File: config.mk
export PLATFORM = sky130hd
export DESIGN_NAME = buscaminas_tablero_flat
export DESIGN_NICKNAME = d
export VERILOG_FILES = /design/src/rtl/buscaminas_pkg.sv /design/src/rtl/buscaminas_tablero_if.sv /design/src/rtl/buscaminas_lfsr.sv /design/src/rtl/buscaminas_tablero.sv /design/src/flat_wrapper.sv
export SDC_FILE = /design/constraint.sdc
export NUM_CORES = 1
export LEC_CHECK = 0
export CORE_MARGIN = 2
export CORE_UTILIZATION = 55
export CTS_BUF_LIST = sky130_fd_sc_hd__clkbuf_8
export DETAILED_ROUTE_END_ITERATION = 6
export HOLD_SLACK_MARGIN = 0.08
export PLACE_DENSITY = 0.75
export SYNTH_ARGS = -nofsm -noshare
export SYNTH_HDL_FRONTEND = slang
export SYNTH_HIERARCHICAL = 1
export SYNTH_SLANG_ARGS = --single-unit
File: constraint.sdc
create_clock -name clk -period 9.6 [get_ports clk]
set_input_delay 1.44 -clock clk [delete_from_list [all_inputs] [get_ports clk]]
set_output_delay 1.44 -clock clk [all_outputs]
set_load 0.01 [all_outputs]
File: src/rtl/buscaminas_pkg.sv
// Shared types and constants for the Minesweeper board controller.
// Latency: n/a (types, constants and a pure function only).
// Backpressure: n/a.
package buscaminas_pkg;

  typedef enum logic [2:0] {
    INACTIVO = 3'd0,
    COLOCAR  = 3'd1,
    JUGAR    = 3'd2,
    GANADO   = 3'd3,
    PERDIDO  = 3'd4
  } estado_t;

  typedef enum logic [1:0] {
    OCULTA   = 2'd0,
    BANDERA  = 2'd1,
    REVELADA = 2'd2
  } celda_t;

  // Rising-edge pulses from the front end, in priority order (inicio highest).
  typedef struct packed {
    logic inicio;
    logic bomba;
    logic bandera;
    logic up;
    logic down;
    logic left;
    logic right;
  } botones_t;

  localparam logic [15:0] LFSR_SEED = 16'hACE1;
  // Taps 16,14,13,11 expressed as bit positions 15,13,12,10.
  localparam logic [15:0] LFSR_TAPS = 16'hB400;

  function automatic int clamp_bombas(input int solicitadas, input int max_bombas);
    if (solicitadas < 1) return 1;
    if (solicitadas > max_bombas) return max_bombas;
    return solicitadas;
  endfunction

endpackage

File: src/rtl/buscaminas_tablero_if.sv
// Button/switch inputs and board-status outputs of the Minesweeper board controller.
// Latency: n/a (wiring only).
// Backpressure: none; inputs are level signals sampled every cycle.
interface buscaminas_tablero_if #(
  parameter int ROWS      = 8,
  parameter int COLS      = 8,
  parameter int MAX_BOMBS = 15
);
  import buscaminas_pkg::*;

  localparam int RW = $clog2(ROWS);
  localparam int CW = $clog2(COLS);
  localparam int BW = $clog2(MAX_BOMBS + 1);

  logic                   inicio;
  logic [BW-1:0]          switches_bombas;
  logic                   button_up;
  logic                   button_down;
  logic                   button_left;
  logic                   button_right;
  logic                   button_bomba;
  logic                   button_bandera;

  logic [RW-1:0]          cursor_row;
  logic [CW-1:0]          cursor_col;
  celda_t                 celda_estado;
  logic [3:0]             vecinos;
  logic signed [BW:0]     banderas_restantes;
  estado_t                estado;
  logic [ROWS*COLS-1:0]   mapa_bombas;

  modport master (
    output inicio, switches_bombas, button_up, button_down, button_left,
           button_right, button_bomba, button_bandera,
    input  cursor_row, cursor_col, celda_estado, vecinos, banderas_restantes,
           estado, mapa_bombas
  );

  modport slave (
    input  inicio, switches_bombas, button_up, button_down, button_left,
           button_right, button_bomba, button_bandera,
    output cursor_row, cursor_col, celda_estado, vecinos, banderas_restantes,
           estado, mapa_bombas
  );

endinterface

File: src/rtl/buscaminas_lfsr.sv
// 16-bit Fibonacci LFSR used as the bomb-placement random source.
// Latency: one step per enabled cycle; q shows the current register.
// Backpressure: en holds the sequence.
module buscaminas_lfsr
  import buscaminas_pkg::*;
#(
  parameter logic [15:0] SEED = LFSR_SEED
) (
  input  logic        clk,
  input  logic        rst,
  input  logic        en,
  output logic [15:0] q
);

  always_ff @(posedge clk or negedge rst) begin
    if (!rst) begin
      q <= SEED;
    end else if (en) begin
      q <= {q[14:0], ^(q & LFSR_TAPS)};
    end
  end

endmodule

File: src/rtl/buscaminas_tablero.sv
// Minesweeper board: cursor, LFSR bomb placement, reveal/flag, win/loss. Define BUSCAMINAS_WRAP_EN to wrap the cursor at edges.
// Latency: a button rising edge in cycle n takes effect at the clock edge ending cycle n+1.
// Backpressure: none; edges outside JUGAR (and inicio during COLOCAR) are dropped.
module buscaminas_tablero
  import buscaminas_pkg::*;
#(
  parameter int ROWS      = 8,
  parameter int COLS      = 8,
  parameter int MAX_BOMBS = 15
) (
  input logic                 clk,
  input logic                 rst,
  buscaminas_tablero_if.slave bus
);

  localparam int N  = ROWS * COLS;
  localparam int IW = $clog2(N);
  localparam int RW = $clog2(ROWS);
  localparam int CW = $clog2(COLS);
  localparam int BW = $clog2(MAX_BOMBS + 1);
  localparam int VW = $clog2(N + 1);
  localparam logic signed [BW:0] UNO = (BW+1)'(1);

  botones_t           btn_raw, btn_prev, btn_edge;
  estado_t            estado_q, estado_d;
  celda_t             celdas_q [N];
  logic [N-1:0]       mapa_q;
  logic [RW-1:0]      cursor_r, row_d;
  logic [CW-1:0]      cursor_c, col_d;
  logic [BW-1:0]      nb_q, colocadas_q;
  logic [VW-1:0]      reveladas_q;
  logic signed [BW:0] banderas_q;
  logic [15:0]        lfsr_q;
  logic [IW-1:0]      cur_idx, lfsr_idx;
  celda_t             celda_cur;
  logic               bomba_cur, place_ok, ultima_segura, unused_lfsr;
  logic               do_clear, do_place, load_banderas, do_reveal, do_flag, do_move;
  logic [3:0]         vec_cnt;
  int                 vr, vc;

  buscaminas_lfsr #(.SEED(LFSR_SEED)) u_lfsr (
    .clk (clk),
    .rst (rst),
    .en  (1'b1),
    .q   (lfsr_q)
  );

  assign btn_raw = '{inicio:  bus.inicio,
                     bomba:   bus.button_bomba,
                     bandera: bus.button_bandera,
                     up:      bus.button_up,
                     down:    bus.button_down,
                     left:    bus.button_left,
                     right:   bus.button_right};

  // The edge pulse is registered so every action lands one cycle after detection.
  always_ff @(posedge clk or negedge rst) begin
    if (!rst) begin
      btn_prev <= '0;
      btn_edge <= '0;
    end else begin
      btn_prev <= btn_raw;
      btn_edge <= btn_raw & ~btn_prev;
    end
  end

  assign cur_idx       = IW'(int'(cursor_r) * COLS + int'(cursor_c));
  assign celda_cur     = celdas_q[cur_idx];
  assign bomba_cur     = mapa_q[cur_idx];
  assign lfsr_idx      = lfsr_q[IW-1:0];
  assign unused_lfsr   = ^lfsr_q[15:IW];
  assign place_ok      = (int'(lfsr_idx) < N) && !mapa_q[lfsr_idx];
  assign ultima_segura = (int'(reveladas_q) + 1) == (N - int'(nb_q));

  always_ff @(posedge clk or negedge rst) begin
    if (!rst) estado_q <= INACTIVO;
    else      estado_q <= estado_d;
  end

  always_comb begin
    estado_d = estado_q;
    case (estado_q)
      INACTIVO, GANADO, PERDIDO: if (btn_edge.inicio) estado_d = COLOCAR;
      COLOCAR: if (colocadas_q == nb_q) estado_d = JUGAR;
      JUGAR: begin
        if (btn_edge.inicio) begin
          estado_d = COLOCAR;
        end else if (btn_edge.bomba && celda_cur == OCULTA) begin
          if (bomba_cur)          estado_d = PERDIDO;
          else if (ultima_segura) estado_d = GANADO;
        end
      end
      default: estado_d = INACTIVO;
    endcase
  end

  always_comb begin
    do_clear      = 1'b0;
    do_place      = 1'b0;
    load_banderas = 1'b0;
    do_reveal     = 1'b0;
    do_flag       = 1'b0;
    do_move       = 1'b0;
    case (estado_q)
      INACTIVO, GANADO, PERDIDO: do_clear = btn_edge.inicio;
      COLOCAR: begin
        do_place      = (colocadas_q != nb_q);
        load_banderas = (colocadas_q == nb_q);
      end
      JUGAR: begin
        if (btn_edge.inicio)       do_clear  = 1'b1;
        else if (btn_edge.bomba)   do_reveal = (celda_cur == OCULTA);
        else if (btn_edge.bandera) do_flag   = (celda_cur != REVELADA);
        else                       do_move   = 1'b1;
      end
      default: ;
    endcase
  end

  // Both axes move independently; up beats down and left beats right.
  always_comb begin
    row_d = cursor_r;
    col_d = cursor_c;
    if (btn_edge.up) begin
      if (cursor_r != '0) row_d = cursor_r - 1'b1;
`ifdef BUSCAMINAS_WRAP_EN
      else row_d = RW'(ROWS - 1);
`endif
    end else if (btn_edge.down) begin
      if (cursor_r != RW'(ROWS - 1)) row_d = cursor_r + 1'b1;
`ifdef BUSCAMINAS_WRAP_EN
      else row_d = '0;
`endif
    end
    if (btn_edge.left) begin
      if (cursor_c != '0) col_d = cursor_c - 1'b1;
`ifdef BUSCAMINAS_WRAP_EN
      else col_d = CW'(COLS - 1);
`endif
    end else if (btn_edge.right) begin
      if (cursor_c != CW'(COLS - 1)) col_d = cursor_c + 1'b1;
`ifdef BUSCAMINAS_WRAP_EN
      else col_d = '0;
`endif
    end
  end

  always_ff @(posedge clk or negedge rst) begin
    if (!rst) begin
      cursor_r    <= '0;
      cursor_c    <= '0;
      mapa_q      <= '0;
      nb_q        <= '0;
      colocadas_q <= '0;
      reveladas_q <= '0;
      banderas_q  <= '0;
      for (int i = 0; i < N; i++) celdas_q[i] <= OCULTA;
    end else begin
      if (do_clear) begin
        cursor_r    <= '0;
        cursor_c    <= '0;
        mapa_q      <= '0;
        colocadas_q <= '0;
        reveladas_q <= '0;
        banderas_q  <= '0;
        nb_q        <= BW'(clamp_bombas(int'(bus.switches_bombas), MAX_BOMBS));
        for (int i = 0; i < N; i++) celdas_q[i] <= OCULTA;
      end
      if (do_place && place_ok) begin
        mapa_q[lfsr_idx] <= 1'b1;
        colocadas_q      <= colocadas_q + 1'b1;
      end
      if (load_banderas) banderas_q <= $signed({1'b0, nb_q});
      if (do_reveal) begin
        celdas_q[cur_idx] <= REVELADA;
        if (!bomba_cur) reveladas_q <= reveladas_q + 1'b1;
      end
      if (do_flag) begin
        if (celda_cur == OCULTA) begin
          celdas_q[cur_idx] <= BANDERA;
          banderas_q        <= banderas_q - UNO;
        end else begin
          celdas_q[cur_idx] <= OCULTA;
          banderas_q        <= banderas_q + UNO;
        end
      end
      if (do_move) begin
        cursor_r <= row_d;
        cursor_c <= col_d;
      end
    end
  end

  // Neighbour count never wraps, even when the cursor does.
  always_comb begin
    vec_cnt = '0;
    vr      = 0;
    vc      = 0;
    for (int dr = -1; dr <= 1; dr++) begin
      for (int dc = -1; dc <= 1; dc++) begin
        vr = int'(cursor_r) + dr;
        vc = int'(cursor_c) + dc;
        if ((dr != 0 || dc != 0) && vr >= 0 && vr < ROWS && vc >= 0 && vc < COLS &&
            mapa_q[IW'(vr * COLS + vc)])
          vec_cnt = vec_cnt + 4'd1;
      end
    end
  end

  assign bus.cursor_row         = cursor_r;
  assign bus.cursor_col         = cursor_c;
  assign bus.celda_estado       = celda_cur;
  assign bus.vecinos            = (celda_cur == REVELADA) ? vec_cnt : 4'd0;
  assign bus.banderas_restantes = banderas_q;
  assign bus.estado             = estado_q;
  assign bus.mapa_bombas        = mapa_q;

endmodule

File: src/flat_wrapper.sv
// flat-port wrapper written by rule: the top's interface ports become plain ports
module buscaminas_tablero_flat import buscaminas_pkg::*;
#(
  parameter int ROWS      = 8,
  parameter int COLS      = 8,
  parameter int MAX_BOMBS = 15
)
  (clk, rst, bus_inicio, bus_switches_bombas, bus_button_up, bus_button_down, bus_button_left, bus_button_right, bus_button_bomba, bus_button_bandera, bus_cursor_row, bus_cursor_col, bus_celda_estado, bus_vecinos, bus_banderas_restantes, bus_estado, bus_mapa_bombas);
  buscaminas_tablero_if #(.ROWS(ROWS), .COLS(COLS), .MAX_BOMBS(MAX_BOMBS)) bus_i ();
  input logic clk;
  input logic rst;
  input wire logic [$bits(bus_i.inicio)-1:0] bus_inicio;
  input wire logic [$bits(bus_i.switches_bombas)-1:0] bus_switches_bombas;
  input wire logic [$bits(bus_i.button_up)-1:0] bus_button_up;
  input wire logic [$bits(bus_i.button_down)-1:0] bus_button_down;
  input wire logic [$bits(bus_i.button_left)-1:0] bus_button_left;
  input wire logic [$bits(bus_i.button_right)-1:0] bus_button_right;
  input wire logic [$bits(bus_i.button_bomba)-1:0] bus_button_bomba;
  input wire logic [$bits(bus_i.button_bandera)-1:0] bus_button_bandera;
  output wire logic [$bits(bus_i.cursor_row)-1:0] bus_cursor_row;
  output wire logic [$bits(bus_i.cursor_col)-1:0] bus_cursor_col;
  output wire logic [$bits(bus_i.celda_estado)-1:0] bus_celda_estado;
  output wire logic [$bits(bus_i.vecinos)-1:0] bus_vecinos;
  output wire logic [$bits(bus_i.banderas_restantes)-1:0] bus_banderas_restantes;
  output wire logic [$bits(bus_i.estado)-1:0] bus_estado;
  output wire logic [$bits(bus_i.mapa_bombas)-1:0] bus_mapa_bombas;
  assign bus_i.inicio = bus_inicio;
  assign bus_i.switches_bombas = bus_switches_bombas;
  assign bus_i.button_up = bus_button_up;
  assign bus_i.button_down = bus_button_down;
  assign bus_i.button_left = bus_button_left;
  assign bus_i.button_right = bus_button_right;
  assign bus_i.button_bomba = bus_button_bomba;
  assign bus_i.button_bandera = bus_button_bandera;
  assign bus_cursor_row = bus_i.cursor_row;
  assign bus_cursor_col = bus_i.cursor_col;
  assign bus_celda_estado = bus_i.celda_estado;
  assign bus_vecinos = bus_i.vecinos;
  assign bus_banderas_restantes = bus_i.banderas_restantes;
  assign bus_estado = bus_i.estado;
  assign bus_mapa_bombas = bus_i.mapa_bombas;
  buscaminas_tablero #(.ROWS(ROWS), .COLS(COLS), .MAX_BOMBS(MAX_BOMBS)) u_core (.clk(clk), .rst(rst), .bus(bus_i));
endmodule
### After elaboration in Yosys (flattened, before gate mapping)

Cells that the tools add are included.

| cells by class | value |
|---|---|
| $add $sub $neg | 30 |
| magnitude comparators | 26 |
| equality and inequality tests | 21 |
| mux-type cells | 96 |
| bitwise logic cells | 12 |
| reduce and logical (&&, ||, !) cells | 44 |

Operators by type and width:

| cell | number |
|---|---|
| 2-to-1 mux 128 bit | 4 |
| bitwise OR 64 bit | 3 |
| bitwise AND 128 bit | 1 |
| bitwise AND 64 bit | 2 |
| 2-to-1 mux 64 bit | 2 |
| NOT 128 bit | 1 |
| NOT 64 bit | 2 |
| less-than comparator 6 x 8 -> 1 bit, second input constant | 8 |
| binary-select mux 1 bit (select 6 bit) | 10 |
| 2-to-1 mux 3 bit | 17 |
| 2-to-1 mux 4 bit | 11 |
| 2-to-1 mux 1 bit | 37 |
| equality test 32 bit | 1 |
| greater-or-equal comparator 32 x 1 -> 1 bit, second input constant | 1 |
| less-than comparator 32 x 5 -> 1 bit, second input constant | 1 |
| logical AND 1 bit | 31 |
| adder 4 x 1 -> 4 bit, second input constant | 7 |
| 2-to-1 mux 7 bit | 3 |
| 2-to-1 mux 5 bit | 4 |
| adder 6 x 5 -> 6 bit | 3 |
| adder 6 bit | 3 |
| XOR reduction 16 bit | 1 |
| less-than comparator 6 x 7 -> 1 bit, second input constant | 2 |
| adder 6 x 4 -> 6 bit | 2 |
| 49 further kinds | 72 |

| word-level totals | value |
|---|---|
| register bits | 251 |
| input bits | 13 |

### Logic depth before layout (Yosys ltp)

| depth | value |
|---|---|
| depth in word-level cells | 22 |
| mapped depth | 37 |

### Hierarchy

The synthesis kept the hierarchy.

By module, submodules not included:

| module | times used | cells an instance | area each (µm²) | seq. area each (µm²) |
|---|---|---|---|---|
| buscaminas_tablero | 1 | 1529 | 15102.0 | 5880.6 |
| buscaminas_lfsr | 1 | 38 | 675.6 | 410.4 |

### Worst setup path before layout

No wires, ideal clock.

| path | value |
|---|---|
| path kind | flip-flop to output port |
| start | register u_core.cursor_c[0] (netlist: u_core/bus.cursor_col[0]) |
| end | output bus_vecinos[2] |
| arrival | 7.044 ns |
| data required time | 8.160 ns |
| path slack | 1.116 ns |
| stages on the path, launching flop included | 35 |
| buffers on the path | 7 |
| path through | dfrtp_1 -> buf_6 -> buf_12 -> buf_12 -> buf_6 -> inv_1 -> clkbuf_1 -> ha_1 -> ha_1 -> buf_2 -> buf_2 -> mux4_2 -> nand2_1 -> and2_1 -> mux4_2 -> mux2i_1 -> and3_1 -> ha_1 -> xnor2_4 -> inv_1 -> ha_1 -> o32a_1 -> o211a_1 -> o21a_1 -> o31ai_1 -> ha_1 -> and2_1 -> a211o_1 -> xnor2_1 -> mux2_2 -> ha_1 -> nand2_1 -> xnor2_1 -> a21bo_2 -> a21oi_1 |

| between the ends | value |
|---|---|
| word-level cells in the longest chain between the ends | 22 |

RTL lines:

| element | RTL line | RTL |
|---|---|---|
| from (decl) | buscaminas_tablero.sv:29 | `logic [CW-1:0] cursor_c, col_d;` |
| from (signal assigned) | buscaminas_tablero.sv:189 | `cursor_c <= col_d;` |
| adder 4 x 1 -> 5 bit | buscaminas_tablero.sv:202 | `vc = int'(cursor_c) + dc;` |
| adder 6 x 5 -> 6 bit | buscaminas_tablero.sv:204 | `mapa_q[IW'(vr * COLS + vc)])` |
| binary-select mux 1 bit (select 6 bit) | buscaminas_tablero.sv:204 |  |
| 2-to-1 mux 1 bit (implied by the code) (2 in a row) | buscaminas_tablero.sv:204 |  |
| logical AND 1 bit | buscaminas_tablero.sv:203 | `if ((dr != 0 \|\| dc != 0) && vr >= 0 && vr < ROWS && vc >= 0 && vc < COLS &&` |
| 2-to-1 mux 1 bit | buscaminas_tablero.sv:203 |  |
| adder 1 x 1 -> 2 bit | buscaminas_tablero.sv:205 | `vec_cnt = vec_cnt + 4'd1;` |
| 2-to-1 mux 4 bit | buscaminas_tablero.sv:203 |  |
| [... 5 more ...] | - |  |
| 2-to-1 mux 4 bit | buscaminas_tablero.sv:203 |  |
| adder 4 x 1 -> 4 bit | buscaminas_tablero.sv:205 |  |
| 2-to-1 mux 4 bit | buscaminas_tablero.sv:203 |  |
| adder 4 x 1 -> 4 bit | buscaminas_tablero.sv:205 |  |
| 2-to-1 mux 4 bit | buscaminas_tablero.sv:203 |  |
| adder 4 x 1 -> 4 bit | buscaminas_tablero.sv:205 |  |
| 2-to-1 mux 4 bit | buscaminas_tablero.sv:203 |  |
| 2-to-1 mux 4 bit (*) | buscaminas_tablero.sv:213 | `assign bus.vecinos = (celda_cur == REVELADA) ? vec_cnt : 4'd0;` |
| to (decl) | flat_wrapper.sv:23 | `output wire logic [$bits(bus_i.vecinos)-1:0] bus_vecinos;` |

Every way passes the cells marked *; elsewhere a longest branch is shown, timed or not. The select of a mux whose other input is x is not followed.

### Worst setup path after layout

Same ends and word-level chain as after synthesis.

==> flow_metrics.env <==
export IMPL_boundaryPins=97
export IMPL_use_met3=0.0678
export IMPL_timing_rr_start="u_core/bus.cursor_col[1]"
export IMPL_slowest_stage="mux4_2"
export IMPL_cp_max_fo=47
export IMPL_drc=6
export IMPL_gr_total_overflow=0
export IMPL_total_power_uw=2600
export IMPL_die_area_um2=30100
export IMPL_grt_max_degree=123
export IMPL_cts_buffers=43
export IMPL_die_h_um=173
export IMPL_tightest_slew_ns=1.42
export IMPL_ant_nets=0
export IMPL_whs_path_depth=1
export IMPL_synth_avg_cell_area_um2=10.1
export IMPL_wl_per_cell_um=23.2
export IMPL_cp_data_required_time_ns=8.16
export IMPL_postPlaceCellArea_um2=17000
export IMPL_final_common_cell="dfrtp_1"
export IMPL_worstPathArrival_ns=7.72
export IMPL_crit_path_end_kind="primary output"
export IMPL_setup_viol=0
export IMPL_dpl_hpwl_um=31900
export IMPL_clk_path_buf_depth=3
export IMPL_rows=62
export IMPL_critical_path_class="reg2out"
export IMPL_synth_fp_nets=1618
export IMPL_fmax_ghz=0.109
export IMPL_final_cell_mix="dfrtp_1, nand2_1, mux2i_1"
export IMPL_async_flop_share=1.00
export IMPL_worst_path_most_repeated_cell="ha_1"
export IMPL_synthCells=1567
export IMPL_synthToLayoutAreaGrowth_pct=13.1
export IMPL_synth_edf_count=0
export IMPL_h_tree_depth=2
export IMPL_synth_warning_count=6
export IMPL_viasPerCell=6.63
export IMPL_ys_ff_latch=251
export IMPL_rsz0062_at_grt="no"
export IMPL_fin_area_um2=17800
export IMPL_ys_flop_type="dfrtp_1"
export IMPL_grt_use_met1=0.444
export IMPL_min_delay_start="u_core/btn_prev[0]"
export IMPL_fp_dieW_um=173
export IMPL_violations="design-rule violations"
export IMPL_insertion_delay_ns=0.57
export IMPL_ctsHoldBuffers=0
export IMPL_num_vias=13500
export IMPL_clockRootBuffer="clkbuf_8"
export IMPL_grt_antenna_before_repair=0
export IMPL_period_share=0.954
export IMPL_yosysUniqueCellTypes=86
export IMPL_hold_end="u_core/btn_edge[0]"
export IMPL_reg2reg_to="u_core/celdas_q[114]"
export IMPL_synth_cell_area_um2=15800
export IMPL_gr_usage_met2=0.479
export IMPL_hold_class="reg2reg"
export IMPL_clk_transition_reported_paths_ns=0.07
export IMPL_drt_first_pass_iters=7
export IMPL_grt_busiest_layer="met2"
export IMPL_finalHoldViolCount=0
export IMPL_antenna_cells=0
export IMPL_maxCapViolCount=0
export IMPL_drt_iter0_drc=1805
export IMPL_nFillCells=2420
export IMPL_power_leakage_uw=0.00774
export IMPL_crit_path_max_incr_delay_ns=0.61
export IMPL_cts_tree="built"
export IMPL_fin_crit_ns=9.16
export IMPL_track_usage=0.312
export IMPL_fp_coreArea_um2=28500
export IMPL_outcome="finished with violations"
export IMPL_skew_ns=0.0341
export IMPL_yosysSeqAreaShare=0.399
export IMPL_nets=1678
export IMPL_gp_congestion=0.967
export IMPL_reg2reg_slack_ns=4.46
export IMPL_drv_slew=0
export IMPL_r2r_cells=12
export IMPL_grt_pass1_wl_um=75100
export IMPL_crit_path_start_kind="flip-flop"
export IMPL_setup_tns_ns=0
export IMPL_layout_cells_non_filler=2043
export IMPL_powerDensity_nw_per_um2=146
export IMPL_slew_headroom=0.0446
export IMPL_finalWirelength_um=47400
export IMPL_grt_pass1_vias=13200
export IMPL_cts_sinks=251
export IMPL_initial_core_util=0.554
export IMPL_layout_drive_gt1_share=0.145
export IMPL_ir_drop_v=0.000160
export IMPL_dp_cells=1966
export IMPL_io_buffer_count=96
export IMPL_cts_setup_buffers=0
## logic make-up after synthesis
logic type	Yosys count	share of synthesized area
XOR/XNOR	39	0.0263
other	1	0.000238
adder cells (fa/ha/maj)	38	0.0330
flip-flops	251	0.399
AND/OR/NAND/NOR	467	0.135
multiplexers	218	0.178
buffers and inverters	148	0.0432
AO/OA/AOI/OAI	405	0.185
## stage by stage
step / hold slack (ns) / utilization / setup slack (ns)
after CTS: 0.394 / 0.625 / 0.187
final: 0.395 / 0.627 / 0.443
after global placement: 0.381 / 0.597 / 0.948
after global routing: 0.408 / 0.627 / 0.0125
after floorplan: 0.378 / - / 1.12
after detailed placement: 0.385 / 0.597 / 0.821
## per-layer routing
metal / routed length (um) / vias up
met2: 21600 / 865
met4: 1280 / 0
met1: 19400 / 6633
met5: 0 / -
li1: - / 5917
met3: 5130 / 125
## flip-flops by register name (all words and copies together) (netlist names)
register	count
u_core/bus.cursor_row	3
u_core/btn_prev	7
u_core/reveladas_q	7
u_core/u_lfsr/q	16
u_core/bus.estado	3
u_core/celdas_q	128
u_core/bus.banderas_restantes	5
u_core/btn_edge	7
u_core/bus.cursor_col	3
u_core/colocadas_q	4
u_core/bus.mapa_bombas	64
u_core/nb_q	4
## cell usage after synthesis (4+ instances only)
| cell | instances | share of area |
|---|---|---|
| o21a_1 | 5 | 0.0024 |
| a221oi_1 | 17 | 0.0094 |
| a22o_1 | 68 | 0.038 |
| mux4_2 | 39 | 0.056 |
| a211oi_1 | 5 | 0.0024 |
| xor2_1 | 9 | 0.0050 |
| dfrtp_1 | 243 | 0.39 |
| o22ai_1 | 19 | 0.0075 |
| dfstp_2 | 8 | 0.013 |
| xnor2_1 | 25 | 0.014 |
| o31ai_1 | 5 | 0.0024 |
| nand4_1 | 10 | 0.0040 |
| inv_1 | 30 | 0.0071 |
| o21ai_0 | 43 | 0.014 |
| and2_1 | 10 | 0.0040 |
| a22oi_1 | 94 | 0.045 |
| nand2b_1 | 17 | 0.0067 |
| or3_1 | 6 | 0.0024 |
| a21o_1 | 4 | 0.0019 |
| nand2_1 | 226 | 0.054 |
| nor2b_1 | 33 | 0.013 |
| nor2_1 | 68 | 0.016 |
| o2bb2ai_1 | 4 | 0.0022 |
| a21oi_1 | 93 | 0.030 |
| mux2i_1 | 124 | 0.079 |
| nor3_1 | 32 | 0.010 |
| and3_1 | 7 | 0.0028 |
| o221ai_1 | 6 | 0.0033 |
| buf_2 | 23 | 0.0073 |
| ha_1 | 32 | 0.025 |
| buf_6 | 5 | 0.0036 |
| nand3_1 | 35 | 0.011 |
| o211ai_1 | 5 | 0.0024 |
| mux2_4 | 8 | 0.0076 |
| clkbuf_1 | 81 | 0.019 |
| a221o_1 | 7 | 0.0044 |
| mux2_2 | 44 | 0.031 |
| or2_2 | 5 | 0.0020 |
| fa_1 | 6 | 0.0076 |
## power by group
part           internal, uW  switching [uW]  total [uW]
registers              1130             119        1250
logic                   196             241         437
clock network           469             440         909
## cell type report
cell class                      instances  area [um^2]  share of cell area
Clock buffer                           49          674              0.0378
Clock inverter                         28          128             0.00715
Multi-Input combinational cell       1168         8900               0.499
Tap cell                              384          480              0.0269
Timing Repair Buffer                  132         1250              0.0699
Inverter                               31          116             0.00652
Sequential cell                       251         6300               0.353
## worst max path at each step
| stage | from | end | slack [ns] | depth (start not counted) |
|---|---|---|---|---|
| finish | u_core/bus.cursor_col[0] | bus_vecinos[2] | 0.44 | 27 |
| global route | u_core/bus.cursor_col[1] | bus_vecinos[2] | 0.01 | 29 |
| CTS | u_core/bus.cursor_col[1] | bus_vecinos[2] | 0.19 | 28 |
| detailed placement | u_core/bus.cursor_col[1] | bus_vecinos[2] | 0.82 | 28 |
| global placement | u_core/bus.cursor_col[1] | bus_vecinos[2] | 0.95 | 28 |
| floorplan | u_core/bus.cursor_col[0] | bus_vecinos[2] | 1.12 | 34 |
## worst max-delay path: cells and delay by family (launching register included)
kind	cells	cell delay (ns)
AO/OA/AOI/OAI	8	1.86
buffers and inverters	4	1.29
multiplexers	3	1.18
adder cells (fa/ha/maj)	4	1.17
XOR/XNOR	3	0.57
flip-flops	1	0.53
AND/OR/NAND/NOR	5	0.51
## what timing repair did
item / CTS / global route
endpoints found under the setup margin: 0 / 3
endpoints found under the hold margin: 0 / 0
gates resized for setup: 0 / 14
Power figures use the tool's default switching activity.
